## config.mk

```make
export PLATFORM = sky130hd
export DESIGN_NAME = shift4_deserializer
export DESIGN_NICKNAME = d
export VERILOG_FILES = /design/src/rtl/shift4_deserializer.sv
export SDC_FILE = /design/constraint.sdc
export NUM_CORES = 1
export LEC_CHECK = 0
export ABC_AREA = 1
export ABC_CLOCK_PERIOD_IN_PS = 1500
export CAP_MARGIN = 10
export CORE_AREA = 2 2 39 41
export DETAILED_ROUTE_END_ITERATION = 8
export DIE_AREA = 0 0 41 43
export PLACE_DENSITY_LB_ADDON = 0.1
export SLEW_MARGIN = 20
export SYNTH_ARGS = -nofsm -noshare
export SYNTH_HDL_FRONTEND = slang
export SYNTH_SLANG_ARGS = --single-unit
export TNS_END_PERCENT = 1
```

## constraint.sdc

```tcl
create_clock -name clk -period 1.5 [get_ports clk]
set_input_delay 0.375 -clock clk [delete_from_list [all_inputs] [get_ports clk]]
set_output_delay 0.375 -clock clk [all_outputs]
set_load 0.005 [all_outputs]
```

## src/rtl/shift4_deserializer.sv

```systemverilog
// Serial-in/parallel-out receiver: shifts WIDTH bits in LSB first and presents each word on a valid/ready holding register.
// Optional even-parity check per word is enabled by defining SHIFT4_DESER_PARITY_EN.
module shift4_deserializer #(
    parameter int WIDTH = 4,
    parameter int CW    = $clog2(WIDTH)
) (
    input  logic             clk,
    input  logic             areset,
    input  logic             ena,
    input  logic             sin,
    input  logic             clear,
    output logic [WIDTH-1:0] dout,
    output logic             dout_valid,
    input  logic             dout_ready,
    output logic [CW-1:0]    bit_cnt,
    output logic             overrun,
    output logic             parity_err
);

`ifdef SHIFT4_DESER_PARITY_EN
    typedef enum logic [0:0] {
        ST_SHIFT  = 1'b0,
        ST_PARITY = 1'b1
    } state_e;
`else
    typedef enum logic [0:0] {
        ST_SHIFT = 1'b0
    } state_e;
`endif

    localparam logic [CW-1:0] LAST_BIT = CW'(WIDTH - 1);

    state_e           state_q,      state_d;
    logic [WIDTH-1:0] sreg_q,       sreg_d;
    logic [CW-1:0]    bit_cnt_q,    bit_cnt_d;
    logic [WIDTH-1:0] dout_q,       dout_d;
    logic             dout_valid_q, dout_valid_d;
    logic             overrun_q,    overrun_d;
    logic             parity_err_d;

    logic [WIDTH-1:0] shifted;
    logic [WIDTH-1:0] word;
    logic             deliver;

    assign shifted = {sin, sreg_q[WIDTH-1:1]};

    // NOTE: every signal written here gets a default first, so no path leaves one unassigned and no latch is inferred.
    always_comb begin
        state_d      = state_q;
        sreg_d       = sreg_q;
        bit_cnt_d    = bit_cnt_q;
        dout_d       = dout_q;
        dout_valid_d = dout_valid_q;
        overrun_d    = overrun_q;
        parity_err_d = 1'b0;
        deliver      = 1'b0;
        word         = shifted;

        // The consumer handshake is independent of clear and of delivery.
        if (dout_valid_q && dout_ready) begin
            dout_valid_d = 1'b0;
        end

        if (clear) begin
            // clear wins over ena: the bit arriving on this edge is discarded.
            state_d   = ST_SHIFT;
            sreg_d    = '0;
            bit_cnt_d = '0;
            overrun_d = 1'b0;
        end else if (ena) begin
            case (state_q)
`ifdef SHIFT4_DESER_PARITY_EN
                ST_PARITY: begin
                    // sreg holds the complete data word; sin is its parity bit.
                    state_d = ST_SHIFT;
                    if (^{sreg_q, sin}) begin
                        parity_err_d = 1'b1;
                    end else begin
                        deliver = 1'b1;
                        word    = sreg_q;
                    end
                end
`endif
                default: begin
                    sreg_d = shifted;
                    if (bit_cnt_q == LAST_BIT) begin
                        bit_cnt_d = '0;
`ifdef SHIFT4_DESER_PARITY_EN
                        state_d   = ST_PARITY;
`else
                        deliver   = 1'b1;
                        word      = shifted;
`endif
                    end else begin
                        bit_cnt_d = bit_cnt_q + CW'(1);
                    end
                end
            endcase
        end

        // A full holding register that is not being drained drops the new word.
        if (deliver) begin
            if (!dout_valid_q || dout_ready) begin
                dout_d       = word;
                dout_valid_d = 1'b1;
            end else begin
                overrun_d = 1'b1;
            end
        end
    end

    // NOTE: sequential state uses non-blocking assignments so every flop samples pre-edge values.
    always_ff @(posedge clk or posedge areset) begin
        if (areset) begin
            state_q      <= ST_SHIFT;
            sreg_q       <= '0;
            bit_cnt_q    <= '0;
            dout_q       <= '0;
            dout_valid_q <= 1'b0;
            overrun_q    <= 1'b0;
        end else begin
            state_q      <= state_d;
            sreg_q       <= sreg_d;
            bit_cnt_q    <= bit_cnt_d;
            dout_q       <= dout_d;
            dout_valid_q <= dout_valid_d;
            overrun_q    <= overrun_d;
        end
    end

`ifdef SHIFT4_DESER_PARITY_EN
    logic parity_err_q;

    always_ff @(posedge clk or posedge areset) begin
        if (areset) begin
            parity_err_q <= 1'b0;
        end else begin
            parity_err_q <= parity_err_d;
        end
    end

    assign parity_err = parity_err_q;
`else
    logic unused_parity;
    assign unused_parity = parity_err_d;
    assign parity_err    = 1'b0;
`endif

    assign dout       = dout_q;
    assign dout_valid = dout_valid_q;
    assign bit_cnt    = bit_cnt_q;
    assign overrun    = overrun_q;

endmodule

```

Yosys cells after proc, flatten, opt, wreduce, memory -nomap -nowiden --
Cells that the tools add are included.
Word-level totals: flip-flop bits (word level) 12, bits of input ports 6, output and inout bits 9, logic and storage cells 26
Cells by class: add/subtract/negate cells 1, eq/ne operators 1, muxes and demuxes 14, reduce and logical (&&, ||, !) cells 5
Operators by type and width (number):
- 1-bit two-way mux | 9
- 4-bit two-way mux | 2
- 2-bit two-way mux | 3
- 2-bit by 1-bit adder with 2-bit output (second input constant) | 1
- 2-bit == test (second input constant) | 1
- 2-bit AND reduction | 1
- 2-bit nonzero test | 1
- 1-bit logical AND | 1
- 1-bit zero test | 1
- 1-bit logical OR | 1

Logic depth before layout (Yosys ltp) --
Gate-level depths: netlist (run 1).
word-level depth 5, gate-level depth with buffers 6, mapped depth without buffers 6

Least setup slack after synthesis (run 1) --
OpenSTA, ideal clock, no wires.
path kind register to register, start point register bit_cnt_q[0] (netlist: bit_cnt[0]), end point register dout_q[0] (netlist: dout[0]), setup time 0.117 ns, arrival time 0.938 ns, data required time 1.383 ns, path slack 0.444 ns, stages on the path, launching flop included 7, buffers on the path 0, clock period less this slack 1.056 ns, path through dfrtp_1 -> ha_1 -> nand2_1 -> nor2_4 -> nand2_2 -> nand2_1 -> nand2_1
On the way: word-level cells in the longest chain between the ends 5
Ends and longest elaborated chain:
- start, declared | line 35 | logic [CW-1:0] bit_cnt_q, bit_cnt_d;
- start signal, assigned | line 124 | bit_cnt_q <= bit_cnt_d;
- 2-bit == test | line 86 | if (bit_cnt_q == LAST_BIT) begin
- 1-bit two-way mux | line 86
- 1-bit two-way mux | line 70 | end else if (ena) begin
- 1-bit two-way mux | line 64 | if (clear) begin
- 2-bit AND reduction (no line)
- end signal, assigned | line 125 | dout_q <= dout_d;
- end, declared | line 36 | logic [WIDTH-1:0] dout_q, dout_d;
Every way passes these cells. A chain may end at the register's enable or synchronous reset.

Final worst setup path (run 1) --
start point register bit_cnt_q[1] (netlist: bit_cnt[1]), end point output port bit_cnt[1]
RTL lines:
- end, declared | line 15 | output logic [CW-1:0] bit_cnt,
No word-level cell between the ends.

==> results.md, run 1 <==
- The critical path arrival is 0.94 ns.
- The half-perimeter wire length of the detailed placement result is 707 µm.
- Of the cells placed in the final design, the portion with a size suffix greater than 1 is 0.149.
- For this run, the post-layout net count is 82.
- In this run, the number of DRC markers left after iteration 0 of detailed routing was 4.
- The category of the critical setup timing path is flip-flop to output port.
- The first global-routing pass estimated 1.55 mm of wire.
- Along the worst path, the maximum fanout reaches 3.
- The commonest cells after synthesis are nand2_1 (20), dfrtp_1 (11), nand3_1 (7).
- The number of setup violations in the final report is 0.
- The cell taking the most area after synthesis is dfrtp_1.
- STA classifies the critical path endpoint as an output port.
- The net count after synthesis is 62.
- The height of the die is 43 µm.
- The element type at the critical path start is a flip-flop.
- The worst hold margin is 0.383 ns.
- Yosys printed 0 warnings.
- The longest clock path from root to sink contains 2 buffers.
- The wire length per cell is 10.6 µm.
- The root buffer cell is clkbuf_4.
- The worst path needs 1.32 ns of the cycle, external delays included.
- The most frequently used flop master after synthesis is dfrtp_1.
- The portion of total power attributed to combinational logic is 0.128.
- For the final routed database, the setup TNS stands at 0 ns.
- The site row count is 14.
- The min-delay analysis places its worst path in the category input pin to asynchronous set/reset pin.
- Summed over all cells, the static leakage comes to 0.000403 µW.
- The required time at the worst-slack endpoint is 1.12 ns.
- The number of buffers created by CTS is 3.
- The most frequently used cell type in the post-synthesis netlist is nand2_1.
- Entering global routing, the biggest net connects 12 pins.
- The floorplan die area is 0.00176 mm².
- The layout overhead on the synthesized area is 38.6%.
- CTS built an H-tree with a depth of 1.
- The post-synthesis instance total is 55.
- The count of final max-slew check failures is 0.
- The final RePlAce weighted congestion is 0.743.
- Of the total power, the share spent switching nets is 0.254.
- The final count of hold timing violations is 0.
- TritonCTS built the clock tree.
- The synthesized area per cell is 8.89 µm².
- The count of clock tree sinks is 11.
- Ranked by total cell area, the synthesized netlist is headed by dfrtp_1 (56%), nand2_1 (15%), nand3_1 (7.2%).
- The peak clock frequency supported by timing is 760 MHz.
- The number of routed nets with antenna violations is 0.
- Summing every instance area after synthesis gives 489 µm².
- The largest individual stage delay along the critical path comes from the cell dfrtp_1.
- The number of synthesized register bits is 11.
- The part of the total power dissipated in sequential elements is 0.524.
- The critical path depth in cells is 1.
- In the routed design, unresolved DRC markers number 0.
- The number of antenna diodes in the final layout is 0.
- The share of total power dissipated in the clock network is 0.348.
- The gate family responsible for the most delay along the worst path is flip-flops.
- In this design, the stage delay of the slowest critical-path cell is 0.40 ns.
- The number of library cell types mapped by synthesis is 15.
- The effective utilization at floorplan is 0.354.
- The total overflow left after global routing is 0.
- The portion of the post-synthesis area used by sequential elements is 0.563.
- The number of input and output port buffers inserted is 13.
- The number of antenna violations at the first check in global routing came to 0.
- Of the post-synthesis cell area, the dominant cell type holds 0.563.
- Counting both buffers and inverters, the worst setup path holds a total of 1.
- The core region is 0.00138 mm².
- The number of buffers inserted by hold repair at cts is 0.
- Dividing the final minimum period by the clock period gives 0.877.
- The cell internal power dissipation is 454 µW.
- Summed over all nets, the switching power comes to 155 µW.
- The count of flip-flops with a built-in enable after synthesis is 0.
- The number of cells on the worst reg-to-reg path is 8.
- The iteration count of the initial detailed-routing pass is 3.
- The I/O pin count is 15.
- For the worst-skew pair, the clock arrives at the later sink with an insertion delay of 0.27 ns.
- Dividing total power by cell area gives a power density of 898 mW/mm².
- The die boundary width is 41 µm.
- Across every metal layer, demand over resource in global routing totals 0.138.
- The via count of the routed design is 401.
- Max-cap violations in this run came to 0.
- Setup repair after global routing left no endpoint under its margin.
- The clock-pin slew of the registers on the worst-case setup and hold paths is 0.08 ns.
- The number of global-route vias before repair is 345.
- For this block, the routed nets add up to 955 µm of wire.
- Once layout is complete, the utilization of the core stands at 0.490.
- The worst-case clock skew is 0.00783 ns.
- The proportion of synthesized flip-flops having asynchronous set or reset is 1.00.
- In the routed layout, each cell is associated on average with a via count of 4.46.
- The setup slack of the worst register-to-register path is 0.22 ns.
- The flow ran to the end, and the final reports show no timing, DRC or antenna violations.
- The critical path goes through dlygate4sd2_1.
- The highest ir drop seen on vdd is 0.561 mV.
final cells by class:
class	count	area (µm²)
Inverter	6	22.5
Tap cell	16	20.0
Sequential cell	11	275
Multi-Input combinational cell	37	184
Clock buffer	4	26.3
Timing Repair Buffer	16	150
Fill cell	151	706
routing by layer:
| metal | share of wire | wire length, µm | global-route usage |
|---|---|---|---|
| met4 | 0.0094 | 9 | 0.120 |
| met3 | 0.046 | 44 | 0.0471 |
| met1 | 0.49 | 471 | 0.189 |
| met5 | 0 | 0 | 0 |
| met2 | 0.45 | 429 | 0.163 |
power by group through the flow:
stage                     sequential, µW  clock, µW  combinational [µW]
after global routing                 321        233                88.3
after CTS                            319        217                77.0
after global placement               326          0                78.1
after floorplan                      326          0                32.8
after detailed placement             327          0                78.6
final                                319        212                77.9
repair_timing:
action / 4_1_cts / 5_1_grt
gates cloned: 0 / 0
setup endpoints to repair: 7 / 2
buffers inserted: 1 / 2
resized for setup: 6 / 2
hold endpoints to repair: 0 / 0
worst paths after layout:
check / startpoint / end
min in group clk: dout[2] / dout[2]
max in group asynchronous: areset / sreg_q[2]
worst max register to register: bit_cnt[0] / dout[1]
worst min register to register: dout[2] / dout[2]
worst min-delay path: areset / dout[3]
worst max-delay path: bit_cnt[1] / bit_cnt[1]
sequential cells by signal (all words and copies together), names as in the netlist:
register,cells
dout,4
bit_cnt,2
sreg_q,3
dout_valid,1
overrun,1
cells by family after synthesis:
family / Yosys count / share of synthesized area
AO/OA/AOI/OAI: 4 / 0.0511
adder cells (fa/ha/maj): 1 / 0.0256
buffers and inverters: 7 / 0.0614
flip-flops: 11 / 0.563
other: 1 / 0.00767
AND/OR/NAND/NOR: 31 / 0.292
through the flow:
stage / cells / power, µW / worst slack [ns] / instance area, µm²
after floorplan: 55 / 359 / 0.444 / 489
after global placement: 83 / 405 / 0.0567 / 632
after detailed placement: 83 / 405 / 0.0499 / 632
after CTS: 88 / 613 / 0.00332 / 658
after global routing: 90 / 642 / 0.105 / 678
final: 90 / 609 / 0.185 / 678
cell usage in the layout (no fill, tap or decap), types with 2 or more instances in the layout:
cell             count
nand2_1             20
buf_4                3
dlygate4sd2_1        6
clkbuf_4             3
inv_1                5
clkdlybuf4s50_1      5
dfrtp_1             11
nand3_1              7
nor2_4               2
dlymetal6s2s_1       2
(Power assumes the default switching activity.)
==> inputs of run 2 (changes only) <==
- ABC_AREA: 1 -> default
==> run 2 against run 1 <==
Die area unchanged. Combinational power increased by 34%. Highest routed layer unchanged. Sequential share of layout area decreased by 2.2 points. Cell area increased by 5.7%. Critical path type is now flip-flop to flip-flop.
==> results.md, run 2 <==
- The number of synthesis warnings is 0.
- The maximum buffer depth of the clock tree is 2.
- The post-synthesis instance total is 38.
- The later-pin clock latency in the skew report is 0.27 ns.
- On the final layout, the worst clock skew is 0.00426 ns.
- The final wirelength is 1.01 mm.
- In this run the vertical extent of the chip is 43 µm.
- The largest net degree at the start of global routing is 12.
- The core region area is 0.00138 mm².
- The register with the most flip-flops in the layout has 4 of them.
- The average instance in the mapped netlist occupies 13.2 µm².
- The proportion of synthesized flip-flops having asynchronous set or reset is 1.00.
- The area growth from synthesis to layout is 42.9%.
- After synthesis the netlist holds a flip-flop and latch count of 11.
- The element type at the critical path end is a flip-flop.
- The final RePlAce weighted congestion is 0.730.
- Input and output buffers added on the ports amount to 13.
- The met3 routed wirelength is 39 µm.
- The initial utilization of the core area, before any placement, comes to 0.363.
- The worst hold-check path type is input pin to asynchronous set/reset pin.
- On the worst path, the slowest cell contributes a delay of 0.37 ns.
- The net count after synthesis is 45.
- The detailed-route vias per instance is 4.65.
- Setup repair after global routing could not meet its margin everywhere.
- The detail route stage leaves a number of antenna-violating nets equal to 0.
- The number of levels in the clock H-tree is 1.
- The number of antenna violations at the first check in global routing is 0.
- The critical path arrival is 1.62 ns.
- The most common cell after layout, fill and taps aside is dfrtp_1.
- In this run the static leakage power is 0.000404 µW.
- The clock tree from TritonCTS is done.
- The library cells used most frequently in the layout, excluding fill and tap cells, are dfrtp_1 (11), nor2_1 (7), dlygate4sd2_1 (7), buf_4 (7), mux2i_1 (5).
- Of all nets on the critical path, the largest fanout is 4.
- Sorting the synthesized cells by area gives the leading types as dfrtp_1 (55%), mux2i_1 (10%), mux2_2 (9.0%).
- In the global route stage, overall resource usage came out at 0.148.
- VDD sags by at most 0.626 mV.
- In this run, distinct cell masters in the synthesized netlist total 14.
- During I/O placement, the number of pins put on the boundary was 15.
- The floorplan die area is 0.00176 mm².
- After clock tree synthesis, the clock-pin slew on the worst setup and hold paths is 0.07 ns.
- Of the cells placed in the final design, the portion with a size suffix greater than 1 is 0.305.
- The final antenna diode count is 0.
- In the routed design, unresolved DRC markers number 0.
- The slowest stage of the critical path is the mux2_2 cell.
- The total met2 wirelength after detailed routing is 553 µm.
- The post-route met1 wirelength is 381 µm.
- The tool flagged a number of max-cap violations equal to 0.
- The count of final max-slew check failures is 0.
- The synthesized cell area is 502 µm².
- The number of global-route vias before repair came to 399.
- Counting flops with a built-in enable in the synthesized netlist gives 0.
- Of the available clock period, the critical path in the final layout requires 0.975.
- The half-perimeter wire length of the detailed placement result is 723 µm.
- The most used flip-flop cell after synthesis is dfrtp_1.
- TritonCTS created 3 clock buffers.
- The wire length per cell is 13.4 µm.
- STA puts the critical path data required time at 1.65 ns.
- Clock tree synthesis selected as its root buffer the cell clkbuf_4.
- The iteration count of the initial detailed-routing pass is 2.
- For flop-to-flop paths, the worst setup slack is 0.04 ns.
- The setup path with the least slack is of type flip-flop to flip-flop.
- The die boundary width is 41 µm.
- Power spread over the standard cell area amounts to 873 mW/mm².
- The post-layout utilization of the core is 0.518.
- The number of non-filler instances in the completed layout is 75.
- The first global-routing pass estimated 1.64 mm of wire.
- Setup violations remaining at the end of the flow were counted as 0.
- The run finished with clean final reports.
- The portion of the post-synthesis area used by sequential elements is 0.549.
- The cell taking the most area after synthesis is dfrtp_1.
- Walking the worst path, the cells encountered are buf_4 > ha_4 > nand2_4 > nor3_4 > mux2_2.
- The site row count is 14.
- After the last flow step, the layout net total stands at 67.
- The via count of the routed design is 349.
- The detailed router finished its first iteration with 3 violations.
- The element type at the critical path start is a flip-flop.
- The most frequently used cell type in the post-synthesis netlist is dfrtp_1.
- The count of clock tree sinks is 11.
- The number of placed cells counting well taps is 67.
- Static timing analysis puts the maximum clock frequency at 684 MHz.
- The share of the synthesized area in the top cell type is 0.549.
- The time the worst path needs with I/O delays and setup is 1.46 ns.
- Counting instances in the post-synthesis netlist gives the leading cell types as dfrtp_1 (11), nor2_1 (7), mux2i_1 (5).
- The final count of hold timing violations is 0.
- The aggregate global routing overflow is 0.
- The uppermost layer routed is met4.
[run 2: cell types whose count changed after synthesis, sizes merged]
| cell | before | now |
|---|---|---|
| a31oi | 0 | 1 |
| buf | 1 | 3 |
| inv | 6 | 1 |
| mux2 | 0 | 4 |
| mux2i | 0 | 5 |
| nand2 | 21 | 1 |
| nand3 | 7 | 0 |
| nor2 | 3 | 7 |
| nor2b | 0 | 1 |
| nor3 | 0 | 1 |
| o21ai | 3 | 0 |
| o21bai | 0 | 1 |
| o22ai | 1 | 0 |
[run 2: routing by layer]
metal  up-vias  global-route usage
li1        168                   -
met3         2              0.0471
met4         0               0.100
met1       169               0.143
met2        10               0.247
met5         -                   0
[run 2: worst paths after layout]
path / from / to / cells past startpoint
worst max-delay path: bit_cnt[0] / dout[3] / 5
worst min-delay path: areset / bit_cnt[1] / 2
worst max register to register: bit_cnt[0] / dout[3] / 5
worst min register to register: dout[2] / dout[2] / 1
max in group asynchronous: areset / sreg_q[3] / 2
min in group clk: ena / dout_valid / 3
[run 2: cell type report]
class,instances,area (µm²)
clock buffers,4,26.3
fillers,122,667
inverters,1,3.75
multi-input cells,23,213
flip-flops and latches,11,275
well taps,16,20.0
repair buffers,20,179
[run 2: cells by family after synthesis]
family	Yosys count	synth area share
adders and majority gates	1	0.0249
and+or+nand+nor	10	0.135
other	1	0.00747
DFF	11	0.549
muxes	9	0.190
buffers and inverters	4	0.0673
AOI/OAI and AO/OA	2	0.0274
[run 2: per-stage QoR]
| step | hold WS, ns | worst slack [ns] | cell area (µm²) | setup TNS [ns] | power, µW |
|---|---|---|---|---|---|
| after detailed placement | 0.495 | -0.198 | 644 | -0.788 | 420 |
| after global routing | 0.442 | -0.0123 | 717 | -0.0227 | 658 |
| after floorplan | 0.227 | 0.190 | 502 | 0 | 373 |
| after global placement | 0.477 | -0.160 | 644 | -0.631 | 415 |
| final | 0.393 | 0.0371 | 717 | 0 | 626 |
| after CTS | 0.395 | 0.00740 | 684 | 0 | 628 |
[run 2: worst max-delay path, delay by kind of cell, from the launching register on]
kind / cells / cell delay [ns]
adders and majority gates: 1 / 0.15
buffers and inverters: 1 / 0.13
DFF: 1 / 0.36
muxes: 1 / 0.37
and+or+nand+nor: 2 / 0.33
[run 2: repair_timing]
item,CTS,global route
hold buffers,0,0
pin swaps,0,1
gates resized for setup,7,6
buffers inserted,3,1
setup endpoints to repair,7,5
[run 2: report_power, final]
part	internal, µW	leakage (µW)	switching, µW
Combinational	61.4	0.000239	42.6
Clock	103	0.0000150	96.7
Sequential	312	0.000150	9.46
==> inputs of run 3 (changes only) <==
- PLACE_DENSITY_LB_ADDON: 0.1 -> 0.2
==> run 3 against run 2 <==
Clock power hardly changed. Wire length is 7.7% lower. Die area stayed put. Largest power group unchanged. Global-route usage is 0.88 points lower. Via count is 5.4% lower. Core utilization is 3.3 points lower. Critical path type is now input pin to flip-flop. Critical endpoint is now dout[0]. Clock skew hardly changed. Flip-flop and latch count stayed put. Non-clock buffer count is 3 lower. Largest cell class unchanged. Register-to-register slack better by 0.07 ns. Combinational power is 18% lower. Total power is 2.7% lower.
==> results.md, run 3 (synthesis results as in run 2) <==
- Once routing completed, OpenROAD measured the worst setup slack at 0.104 ns.
- The share of total power dissipated in combinational logic is 0.139.
- The area growth from synthesis to layout is 33.9%.
- The half-perimeter wire length of the detailed placement result is 730 µm.
- The final wirelength is 929 µm.
- Summed over all nets, the switching power comes to 145 µW.
- Global routing finished with a remaining overflow of 0.
- TritonCTS built the clock tree.
- In the layout the commonest cells are dfrtp_1 (11), nor2_1 (7), dlygate4sd2_1 (7).
- Port buffering added 13 buffers.
- After layout, the minimum clock period comes to 1.40 ns.
- The highest ir drop seen on vdd is 0.484 mV.
- The effective utilization at floorplan is 0.363.
- At the placement stage, the worst setup path has a slack of -0.185 ns.
- Clock tree synthesis inserted a total of 3 buffers.
- In the finished design, the share of the clock period the worst path needs comes to 0.931.
- In the final design database the tool counted 64 nets.
- Across all hold checks on the routed design, the worst slack comes to 0.398 ns.
- The count of fill cells added during filler insertion is 129.
- Of the total power, the share spent switching nets is 0.237.
- After detailed routing, the number of vias per cell comes to 4.58.
- The wire length per cell is 12.9 µm.
- The number of global-route vias before repair is 365.
- The design draws 609 µW.
- Setup repair after global routing left no endpoint under its margin.
- STA classifies the critical path startpoint as an input pin.
- For this block, the via count after detailed routing is 330.
- The post-detailed-route DRC marker count is 0.
- The iteration count of the initial detailed-routing pass is 3.
- Row generation in the floorplan step produced 14 rows.
- The fraction of final layout cells with drive strength greater than 1 is 0.250.
- Power spread over the standard cell area amounts to 906 mW/mm².
- The max-cap check violation count is 0.
- For the worst setup path, the data required time is 1.65 ns.
- The number of buffers inserted by hold repair at cts is 0.
- The library cell used most frequently in the layout, excluding fill and tap cells, is dfrtp_1.
- The final count of hold timing violations is 0.
- The register cell area after layout is 275 µm².
- The part of the total power dissipated in sequential elements is 0.528.
- The core region area is 0.00138 mm².
- The count of final max-slew check failures was 0.
- STA classifies the critical path endpoint as a flip-flop.
- The first-pass GRT wire length is 1.51 mm.
- Cell internal power was estimated by the tool at 464 µW.
- In the global route stage, overall resource usage came out at 0.139.
- The maximum fanout count along the critical path is 4.
- Setup violations remaining at the end of the flow were counted as 0.
- CTS built an H-tree with a depth of 1.
- The number of flip-flops in the largest register is 4.
- The clock-pin slew of the registers on the worst-case setup and hold paths is 0.07 ns.
- Entering global routing, the biggest net connects 12 pins.
- The floorplan die area is 0.00176 mm².
- For the worst-skew pair, the clock arrives at the later sink with an insertion delay of 0.27 ns.
- The number of DRC violations after detailed-routing iteration 0 is 6.
- The standby leakage power is 0.000377 µW.
- The final RePlAce weighted congestion is 0.741.
- The longest clock path from root to sink contains 2 buffers.
- The I/O pin count is 15.
- The detail route stage leaves a number of antenna-violating nets equal to 0.
- Derived from the worst setup path, the maximum achievable clock frequency is 716 MHz.
- In this run the critical register-to-register path is launched from bit_cnt[0].
- The min-delay analysis places its worst path in the category input pin to asynchronous set/reset pin.
- The worst register-to-register path has a setup slack of 0.11 ns.
- The die boundary width is 41 µm.
- The finished cells cover 672 µm².
- The worst register-to-register path has a depth of 4.
- The critical path arrival is 1.55 ns.
- The count of clock tree sinks is 11.
- The endpoint identified for the worst register-to-register timing path is dout[0].
- The worst-case clock skew is 0.00461 ns.
- The height of the die is 43 µm.
- The multi-input combinational cells in the finished layout cover a total of 193 µm².
- The number of antenna violations at the first check in global routing was 0.
- The share of total power dissipated in the clock network is 0.333.
- For this run, the share of the core covered by cells in the final layout is 0.486.
- The root buffer cell is clkbuf_4.
- Summing all placed instances gives a cell area of 644 µm².
- The flow ran to the end, and the final reports show no timing, DRC or antenna violations.
- The critical path is of the input pin to flip-flop type.
- The final antenna diode count is 0.
-- run 3: cell count changes in the layout (fill, tap and decap cells not counted), sizes merged --
| cell | previous run | this run |
|---|---|---|
| buf | 7 | 4 |
| dlymetal6s2s | 2 | 1 |
| clkdlybuf4s50 | 4 | 5 |
-- run 3: how the worst max path moves through the flow --
stage                           from       to  slack (ns)  cells after the start
after floorplan           bit_cnt[0]  dout[3]        0.19                      4
after global placement           ena  dout[0]       -0.16                      4
after detailed placement  dout_ready  dout[0]       -0.18                      4
after CTS                    dout[2]  dout[2]       0.009                      1
after global routing      bit_cnt[1]  dout[0]        0.04                      4
final                            ena  dout[0]        0.10                      4
-- run 3: what timing repair did --
| action | in CTS | in global routing |
|---|---|---|
| setup buffers | 1 | 0 |
| gates resized for setup | 7 | 1 |
| setup endpoints to repair | 7 | 1 |
-- run 3: final cells by class --
type                            instances  area share
Sequential cell                        11       0.410
Multi-Input combinational cell         23       0.287
Timing Repair Buffer                   17       0.229
Clock buffer                            4      0.0391
Tap cell                               16      0.0298
Inverter                                1     0.00559
-- run 3: layer usage --
metal / vias to the layer above / routed length (µm) / GRT usage / part of all wire
li1: 159 / - / - / -
met1: 157 / 320 / 0.117 / 0.34
met2: 10 / 513 / 0.241 / 0.55
met3: 4 / 71 / 0.0524 / 0.076
met4: 0 / 25 / 0.100 / 0.027
met5: - / 0 / 0 / 0
-- run 3: critical path, stage by stage --
cell and delay, ns:
clkdlybuf4s50_1 0.53, nand2_4 0.07, nor3_4 0.20, mux2_2 0.37
-- run 3: power by group through the flow --
stage	logic [µW]	clock network [µW]	registers, µW
after global routing	93.8	224	323
after detailed placement	90.5	0	328
after global placement	88.0	0	327
after floorplan	44.4	0	328
after CTS	87.6	208	321
final	84.9	202	321
-- run 3: per-stage QoR --
stage          cells  setup TNS [ns]
3_5_place_dp      67          -0.707
6_report          72               0
4_1_cts           72               0
3_3_place_gp      67          -0.619
2_1_floorplan     38               0
5_1_grt           72               0
